--- src/rtl/wb_regfile_if.sv ---
// ---------------------------------------------------------------------------
// wb_regfile_if : MEM/WB inputs, ID read ports and forwarding/retire outputs
// Rev 1.0
// ---------------------------------------------------------------------------
`default_nettype none

interface wb_regfile_if #(
  parameter int XLEN  = 32,
  parameter int CNT_W = 32
);
  logic             valid_i;
  logic [1:0]       wb_sel_i;
  logic             rd_wren_i;
  logic [4:0]       rd_addr_i;
  logic [XLEN-1:0]  alu_data_i;
  logic [XLEN-1:0]  ld_data_i;
  logic [XLEN-1:0]  pc_i;
  logic [4:0]       rs1_addr_i;
  logic [4:0]       rs2_addr_i;
  logic [XLEN-1:0]  rs1_data_o;
  logic [XLEN-1:0]  rs2_data_o;
  logic             wb_we_o;
  logic [4:0]       wb_addr_o;
  logic [XLEN-1:0]  wb_data_o;
  logic [CNT_W-1:0] retire_o;

  modport slave (
    input  valid_i, wb_sel_i, rd_wren_i, rd_addr_i, alu_data_i, ld_data_i, pc_i,
    input  rs1_addr_i, rs2_addr_i,
    output rs1_data_o, rs2_data_o, wb_we_o, wb_addr_o, wb_data_o, retire_o
  );

  modport master (
    output valid_i, wb_sel_i, rd_wren_i, rd_addr_i, alu_data_i, ld_data_i, pc_i,
    output rs1_addr_i, rs2_addr_i,
    input  rs1_data_o, rs2_data_o, wb_we_o, wb_addr_o, wb_data_o, retire_o
  );
endinterface

`default_nettype wire

--- src/rtl/wb_regfile.sv ---
// ---------------------------------------------------------------------------
// wb_regfile : RV32I writeback mux, x1..x31 register file with write bypass,
//              and retired-instruction counter
// Rev 1.0
// ---------------------------------------------------------------------------
`default_nettype none

module wb_regfile #(
  parameter int XLEN   = 32,
  parameter int PC_INC = 4,
  parameter int CNT_W  = 32
) (
  input  logic         clk_i,
  input  logic         rst_ni,
  wb_regfile_if.slave  bus
);

  logic [XLEN-1:0]  regs_q [32];
  logic [XLEN-1:0]  regs_d [32];
  logic [CNT_W-1:0] retire_q;
  logic [CNT_W-1:0] retire_d;

  logic [XLEN-1:0]  wb_data;
  logic             wb_we;
  logic [XLEN-1:0]  rs1_data;
  logic [XLEN-1:0]  rs2_data;

  // Encoding 11 is folded onto the ALU result so no input pattern yields X.
  always_comb begin
    wb_data = bus.alu_data_i;
    case (bus.wb_sel_i)
      2'b01:   wb_data = bus.ld_data_i;
      2'b10:   wb_data = bus.pc_i + XLEN'(PC_INC);
      default: wb_data = bus.alu_data_i;
    endcase
  end

  assign wb_we = bus.valid_i & bus.rd_wren_i & (bus.rd_addr_i != 5'd0);

  always_comb begin
    regs_d = regs_q;
    if (wb_we) begin
      regs_d[bus.rd_addr_i] = wb_data;
    end
    // Entry 0 is a constant zero; the flop is kept only so indexing stays uniform.
    regs_d[0] = '0;
    retire_d  = retire_q + CNT_W'(bus.valid_i);
  end

  always_ff @(posedge clk_i or negedge rst_ni) begin
    if (!rst_ni) begin
      for (int i = 0; i < 32; i++) begin
        regs_q[i] <= '0;
      end
      retire_q <= '0;
    end else begin
      regs_q   <= regs_d;
      retire_q <= retire_d;
    end
  end

  // Write-before-read: an instruction in ID sees the value being committed this cycle.
  always_comb begin
    rs1_data = regs_q[bus.rs1_addr_i];
    if (bus.rs1_addr_i == 5'd0) begin
      rs1_data = '0;
    end else if (wb_we && (bus.rs1_addr_i == bus.rd_addr_i)) begin
      rs1_data = wb_data;
    end
  end

  always_comb begin
    rs2_data = regs_q[bus.rs2_addr_i];
    if (bus.rs2_addr_i == 5'd0) begin
      rs2_data = '0;
    end else if (wb_we && (bus.rs2_addr_i == bus.rd_addr_i)) begin
      rs2_data = wb_data;
    end
  end

  assign bus.rs1_data_o = rs1_data;
  assign bus.rs2_data_o = rs2_data;
  assign bus.wb_we_o    = wb_we;
  assign bus.wb_addr_o  = bus.rd_addr_i;
  assign bus.wb_data_o  = wb_data;
  assign bus.retire_o   = retire_q;

endmodule

`default_nettype wire
--- src/flat_wrapper.sv ---
// flat-port wrapper written by rule: the top's interface ports become plain ports
module wb_regfile_flat 
#(
  parameter int XLEN   = 32,
  parameter int PC_INC = 4,
  parameter int CNT_W  = 32
)
  (clk_i, rst_ni, bus_valid_i, bus_wb_sel_i, bus_rd_wren_i, bus_rd_addr_i, bus_alu_data_i, bus_ld_data_i, bus_pc_i, bus_rs1_addr_i, bus_rs2_addr_i, bus_rs1_data_o, bus_rs2_data_o, bus_wb_we_o, bus_wb_addr_o, bus_wb_data_o, bus_retire_o);
  wb_regfile_if #(.XLEN(XLEN), .CNT_W(CNT_W)) bus_i ();
  input  logic clk_i;
  input  logic rst_ni;
  input wire logic [$bits(bus_i.valid_i)-1:0] bus_valid_i;
  input wire logic [$bits(bus_i.wb_sel_i)-1:0] bus_wb_sel_i;
  input wire logic [$bits(bus_i.rd_wren_i)-1:0] bus_rd_wren_i;
  input wire logic [$bits(bus_i.rd_addr_i)-1:0] bus_rd_addr_i;
  input wire logic [$bits(bus_i.alu_data_i)-1:0] bus_alu_data_i;
  input wire logic [$bits(bus_i.ld_data_i)-1:0] bus_ld_data_i;
  input wire logic [$bits(bus_i.pc_i)-1:0] bus_pc_i;
  input wire logic [$bits(bus_i.rs1_addr_i)-1:0] bus_rs1_addr_i;
  input wire logic [$bits(bus_i.rs2_addr_i)-1:0] bus_rs2_addr_i;
  output wire logic [$bits(bus_i.rs1_data_o)-1:0] bus_rs1_data_o;
  output wire logic [$bits(bus_i.rs2_data_o)-1:0] bus_rs2_data_o;
  output wire logic [$bits(bus_i.wb_we_o)-1:0] bus_wb_we_o;
  output wire logic [$bits(bus_i.wb_addr_o)-1:0] bus_wb_addr_o;
  output wire logic [$bits(bus_i.wb_data_o)-1:0] bus_wb_data_o;
  output wire logic [$bits(bus_i.retire_o)-1:0] bus_retire_o;
  assign bus_i.valid_i = bus_valid_i;
  assign bus_i.wb_sel_i = bus_wb_sel_i;
  assign bus_i.rd_wren_i = bus_rd_wren_i;
  assign bus_i.rd_addr_i = bus_rd_addr_i;
  assign bus_i.alu_data_i = bus_alu_data_i;
  assign bus_i.ld_data_i = bus_ld_data_i;
  assign bus_i.pc_i = bus_pc_i;
  assign bus_i.rs1_addr_i = bus_rs1_addr_i;
  assign bus_i.rs2_addr_i = bus_rs2_addr_i;
  assign bus_rs1_data_o = bus_i.rs1_data_o;
  assign bus_rs2_data_o = bus_i.rs2_data_o;
  assign bus_wb_we_o = bus_i.wb_we_o;
  assign bus_wb_addr_o = bus_i.wb_addr_o;
  assign bus_wb_data_o = bus_i.wb_data_o;
  assign bus_retire_o = bus_i.retire_o;
  wb_regfile #(.XLEN(XLEN), .PC_INC(PC_INC), .CNT_W(CNT_W)) u_core (.clk_i(clk_i), .rst_ni(rst_ni), .bus(bus_i));
endmodule
--- config.mk ---
export PLATFORM = sky130hd
export DESIGN_NAME = wb_regfile_flat
export DESIGN_NICKNAME = d
export VERILOG_FILES = /design/src/rtl/wb_regfile_if.sv /design/src/rtl/wb_regfile.sv /design/src/flat_wrapper.sv
export SDC_FILE = /design/constraint.sdc
export NUM_CORES = 2
export LEC_CHECK = 0
export ABC_CLOCK_PERIOD_IN_PS = 2800
export BUFFER_PORTS_ARGS = -buffer_cell sky130_fd_sc_hd__buf_2
export CAP_MARGIN = 0
export CORE_MARGIN = 10
export CORE_UTILIZATION = 50
export DETAILED_ROUTE_END_ITERATION = 7
export PLACE_DENSITY = 0.75
export SLEW_MARGIN = 40
export SYNTH_ARGS = -nofsm -noshare
export SYNTH_HDL_FRONTEND = slang
export SYNTH_SLANG_ARGS = --single-unit
--- constraint.sdc ---
create_clock -name clk_i -period 2.8 [get_ports clk_i]
set_input_delay 0 -clock clk_i [delete_from_list [all_inputs] [get_ports clk_i]]
set_output_delay 0 -clock clk_i [all_outputs]
set_load 0.01 [all_outputs]
# Word level (Yosys, flattened, before mapping)
# Index checks and enable logic that the tools add are counted.
[word_totals]
word_cells = 67
out_inout_bits = 134
regBits = 1024
[classes]
bitwise = 5
reduce_logical = 6
mux = 14
add_sub_neg = 2
n_lt_le_gt_ge = 4
eq_ne = 4
[op_table]
columns = ["operator", "n"]
rows = [
  ["bitwise mux 1024 bit", 1],
  ["binary-select mux 32 bit (select 5 bit)", 2],
  ["2-to-1 mux 32 bit", 9],
  ["demux 32 bit (select 5 bit)", 1],
  ["case mux 32 bit (2 select lines)", 1],
  ["adder 32 x 1 -> 32 bit", 1],
  ["adder 32 x 3 -> 32 bit (second input constant)", 1],
  [">= comparator 6 bit (second input constant)", 3],
  ["NOT 5 -> 6 bit", 3],
  ["== test 5 bit", 2],
  ["zero test 5 bit", 2],
  ["< comparator 6 x 1 -> 1 bit (second input constant)", 1],
  ["nonzero test 5 bit", 1],
  ["logical AND 1 bit", 3],
  ["AND 1 bit", 2],
  ["== test 2 x 1 -> 1 bit (second input constant)", 1],
  ["== test 2 bit (second input constant)", 1],
]

# Depth between registers and ports, before layout
[logic_depth]
depth_word = 6
mapped_depth = 11
depth_no_buf = 8

# Least setup slack after synthesis
# No wires, ideal clock.
[synth_timing]
path_type = "input to output"
from = "in bus_rs2_addr_i[0]"
to = "out bus_rs2_data_o[7]"
cell_stages = 11
required_ns = 2.800
arrival_ns = 2.223
path_buffers = 5
setup_slack_ns = 0.577
cell_sequence = "clkbuf_1 > clkbuf_1 > buf_2 > buf_2 > buf_1 > o31ai_1 > a21oi_1 > nor2_1 > a211oi_1 > nor4b_1 > a21oi_1"
[synth_between]
elab_chain_cells = 6
word_cells_on_any_way = 9
cone_classes = "eq/ne: 1; mux: 5; bitwise: 1; reduce/logical: 2"
[synth_lines]
columns = ["element", "line_no", "rtl"]
rows = [
  ["start: declaration", "flat_wrapper.sv:20", "input wire logic [$bits(bus_i.rs2_addr_i)-1:0] bus_rs2_addr_i;"],
  ["NOT 5 -> 6 bit (not written as such)", "wb_regfile.sv:73", "rs2_data = regs_q[bus.rs2_addr_i];"],
  ["binary-select mux 32 bit (select 5 bit)", "wb_regfile.sv:73", ""],
  ["2-to-1 mux 32 bit (not written as such) (2 in a row)", "wb_regfile.sv:73", ""],
  ["2-to-1 mux 32 bit", "wb_regfile.sv:76", "end else if (wb_we && (bus.rs2_addr_i == bus.rd_addr_i)) begin"],
  ["2-to-1 mux 32 bit *", "wb_regfile.sv:74", "if (bus.rs2_addr_i == 5'd0) begin"],
  ["end: declaration", "flat_wrapper.sv:22", "output wire logic [$bits(bus_i.rs2_data_o)-1:0] bus_rs2_data_o;"],
]
# Every way passes the cells marked *; elsewhere a longest branch is shown, timed or not. The select of a mux whose other input is x is not followed.

# Worst setup path after layout
[layout_timing]
from = "reg u_core.regs_q[4] (netlist bit)"
to = "out bus_rs1_data_o[4]"
[layout_between]
elab_chain_cells = 5
[layout_lines]
columns = ["element", "line_no", "rtl"]
rows = [
  ["start: declaration", "wb_regfile.sv:18", "logic [XLEN-1:0] regs_q [32];"],
  ["start signal: assignment", "wb_regfile.sv:57", "regs_q <= regs_d;"],
  ["binary-select mux 32 bit (select 5 bit)", "wb_regfile.sv:64", "rs1_data = regs_q[bus.rs1_addr_i];"],
  ["2-to-1 mux 32 bit (not written as such) (2 in a row)", "wb_regfile.sv:64", ""],
  ["2-to-1 mux 32 bit", "wb_regfile.sv:67", "end else if (wb_we && (bus.rs1_addr_i == bus.rd_addr_i)) begin"],
  ["2-to-1 mux 32 bit", "wb_regfile.sv:65", "if (bus.rs1_addr_i == 5'd0) begin"],
  ["end: declaration", "flat_wrapper.sv:21", "output wire logic [$bits(bus_i.rs1_data_o)-1:0] bus_rs1_data_o;"],
]
# Every way passes these cells. The select of a mux whose other input is x is not followed.

==> flow_summary.toml <==
[critical_path]
startpoint_type = "flop"
crit_family = "multiplexers"
arrival_ns = 2.82
slowest_delay_ns = 0.52
worst-path-buf-inv = 2
crit_type = "reg -> out"
path_depth = 6
rrSetupSlack_ns = 0.72
cp_cell_sequence = "mux4_2, mux4_2, a221oi_2, buf_4, mux2i_4, buf_6"
cp_slowest_cell = "mux4_2"
endpoint_kind = "output pin"
cp.required_ns = 2.80
worstPathMaxFanout = 2
ff2ff_path_depth = 7
cpMostUsedCell = "mux4_2"

[placement]
port_buffers = 250
hpwl_mm = 127
place_area_mm2 = 0.0584
globalplace.congestion = 0.941
placed_cells = 6760

[power]
power_density_mw_per_mm2 = 647
clockPowerShare_pct = 35.5
p_int_uw = 28500
leakagePower_uw = 0.0276
p_seq_share_pct = 45.0
share_comb_of_total_power_pct = 19.5
power.switching_uw = 12000
netSwitchingFraction_pct = 29.7
ir_worst_vdd_uv = 453

[die]
dieArea_mm2 = 0.122
fp.dieH_um = 349
ios = 251
row_count = 120
fp.dieW_um = 349
start_util_pct = 50.5
core_mm2 = 0.107

[run_status]
violations = "hold timing, setup timing"
status = "finished with violations"

[route]
wl_mm = 201
vias_per_cell = 6.81
drc_errors = 0
final_antenna_net_count = 0
drt_iter0_markers = 6713
num_vias = 47700
drtPass1Iterations = 7
wl_per_cell_um = 28.7

[grt]
antenna_found_initial = 7
grt_util_all_layers_pct = 32.5
grt_first_pass_wirelength_mm = 301
overflow = 0
grt_max_degree = 135
grt_pass1_vias = 47200

[final_layout]
area_delta_synth_final_pct = 15.9
drive_above_1_share_pct = 22.1
finalNetCount = 5643
finalNonFillerCells = 7011
fin_area_mm2 = 0.0627

[yosys]
synth_common_cells = "nand2_1, dfrtp_1, o21ai_0, clkbuf_1, mux4_2"
synthCells = 5325
synth_top_area_share_pct = 47.4
async_flop_share_pct = 100
yosys_most_used_dff = "dfrtp_1"
avgSynthCellArea_um2 = 10.2
ys_ff_latch = 1024
synth_area_leaders = "dfrtp_1, mux4_2, o21ai_0"
ys_seq_area_share_pct = 47.4
synthMostInstantiatedCell = "nand2_1"
synth_cell_types = 65
ys.warnings.count = 0
syn_area_mm2 = 0.0541
synth_edf_count = 0
syn-num-nets = 5447
yosysTopAreaCell = "dfrtp_1"

[sta]
setup_ws_ns = -0.0199
worst_pin_slew_ns = 0.949
finalSetupViolCount = 1
clock.fmax_mhz = 355
max_slew_margin_pct = 36.7
finalCritPeriodShare_pct = 101
hold_ws_ns = -0.000327
maxSlewViolCount = 0
finClkSkew_ns = 0.0372
hold_viol = 1
rsz0062_at_grt = "yes"
period_minus_slack_ns = 2.82

[worst_hold_path]
hold_path_class = "in -> reg"
holdPathStages = 4

[clock_tree]
clk_pin_slew_ns = 0.06
clk_latency_ns = 0.71
cts-root-buf = "clkbuf_16"
tritoncts = "built"
cts_buffers = 102
clock_sinks = 1024
htree_num_levels = 3
cts_max_path_buffers = 3

[flow_run]
cap_violations = 0
cell usage in the layout, fill, tap and decap left out, drive strengths merged, types with 67 or more instances in the layout:
master	Yosys	routed
o22ai	98	98
mux2	68	68
dfrtp	1024	1024
nor3	80	80
buf	94	575
mux2i	193	193
clkbuf	434	156
o21ai	992	992
a21oi	151	151
nand3	67	67
mux4	359	359
nor2	225	225
nand2	1037	1037
area by class of cell:
cell class	instances	area [um^2]
Antenna cell	5	12.5
Timing Repair Buffer	620	5070
Fill cell	8689	44500
Inverter	51	191
Sequential cell	1024	25600
Multi-Input combinational cell	3722	26600
Clock inverter	30	379
Clock buffer	156	3100
Tap cell	1403	1760
registers in the layout (all words and copies together), names as in the netlist:
register and cells:
u_core.bus.retire_o 32, u_core.regs_q 992
worst register-to-register path: cells and delay by family, from the launching register on:
family | cells | cell delay [ns]
flip-flops | 1 | 0.36
adder cells (fa/ha/maj) | 2 | 0.46
AND/OR/NAND/NOR | 4 | 0.98
XOR/XNOR | 1 | 0.15
metrics by stage:
stage	setup slack, ns	setup TNS (ns)	power, uW	hold WS [ns]	util [%]
3_5_place_dp	-0.172	-1.50	26000	-0.0682	54.5
6_report	-0.0199	-0.0199	40600	-0.000327	58.5
2_1_floorplan	0.577	0	22700	-0.296	-
5_1_grt	-0.0842	-0.150	42000	0.0241	58.5
3_3_place_gp	-0.171	-1.09	25600	-0.0682	54.4
4_1_cts	0.000236	0	40300	0.00302	58.3
repair_timing:
item                        CTS  global route
hold endpoints to repair   1485             0
buffers inserted              6             2
resized for setup             9            18
setup endpoints to repair     6            18
pin swaps                     4             4
gates cloned                  0             0
hold buffers                 50             0
metal layers:
metal,GRT usage (%),share of wire [%],wire [um],vias to the layer above
met1,41.5,36,71700,23300
met5,0.440,0.058,117,-
li1,-,-,-,19700
met3,11.2,15,29500,905
met4,20.1,7.3,14700,10
met2,47.1,42,85400,3836
power groups by stage:
stage               Combinational [uW]  Clock [uW]  Sequential [uW]
finish                            7900       14400            18300
global route                      8530       15000            18400
CTS                               7730       14400            18200
detailed placement                7540           0            18400
global placement                  7310           0            18300
floorplan                         4790           0            18000
kinds of logic (layout without fill, tap and decap cells):
logic type                 count (synthesis)  in the layout  share of synthesized area [%]
other                                      0              5                              0
AOI/OAI and AO/OA                       1502           1502                           15.8
buffers and inverters                    579            857                           4.11
muxes                                    620            620                           19.9
DFF                                     1024           1024                           47.4
adders and majority gates                  5              5                          0.116
xor gates and xnor gates                  65             65                           1.05
and+or+nand+nor                         1530           1530                           11.6
worst paths after layout:
path | startpoint | to
min | bus_ld_data_i[16] | u_core.regs_q[720]$_DFFE_PN0P_
max | u_core.regs_q[4]$_DFFE_PN0P_ | bus_rs1_data_o[4]
min reg2reg | u_core.bus.retire_o[31]$_DFF_PN0_ | u_core.bus.retire_o[31]$_DFF_PN0_
max in group asynchronous | rst_ni | u_core.regs_q[975]$_DFFE_PN0P_
max reg2reg | u_core.bus.retire_o[0]$_DFF_PN0_ | u_core.bus.retire_o[28]$_DFF_PN0_
min in group asynchronous | rst_ni | u_core.regs_q[166]$_DFFE_PN0P_
(Power assumes the default switching activity.)
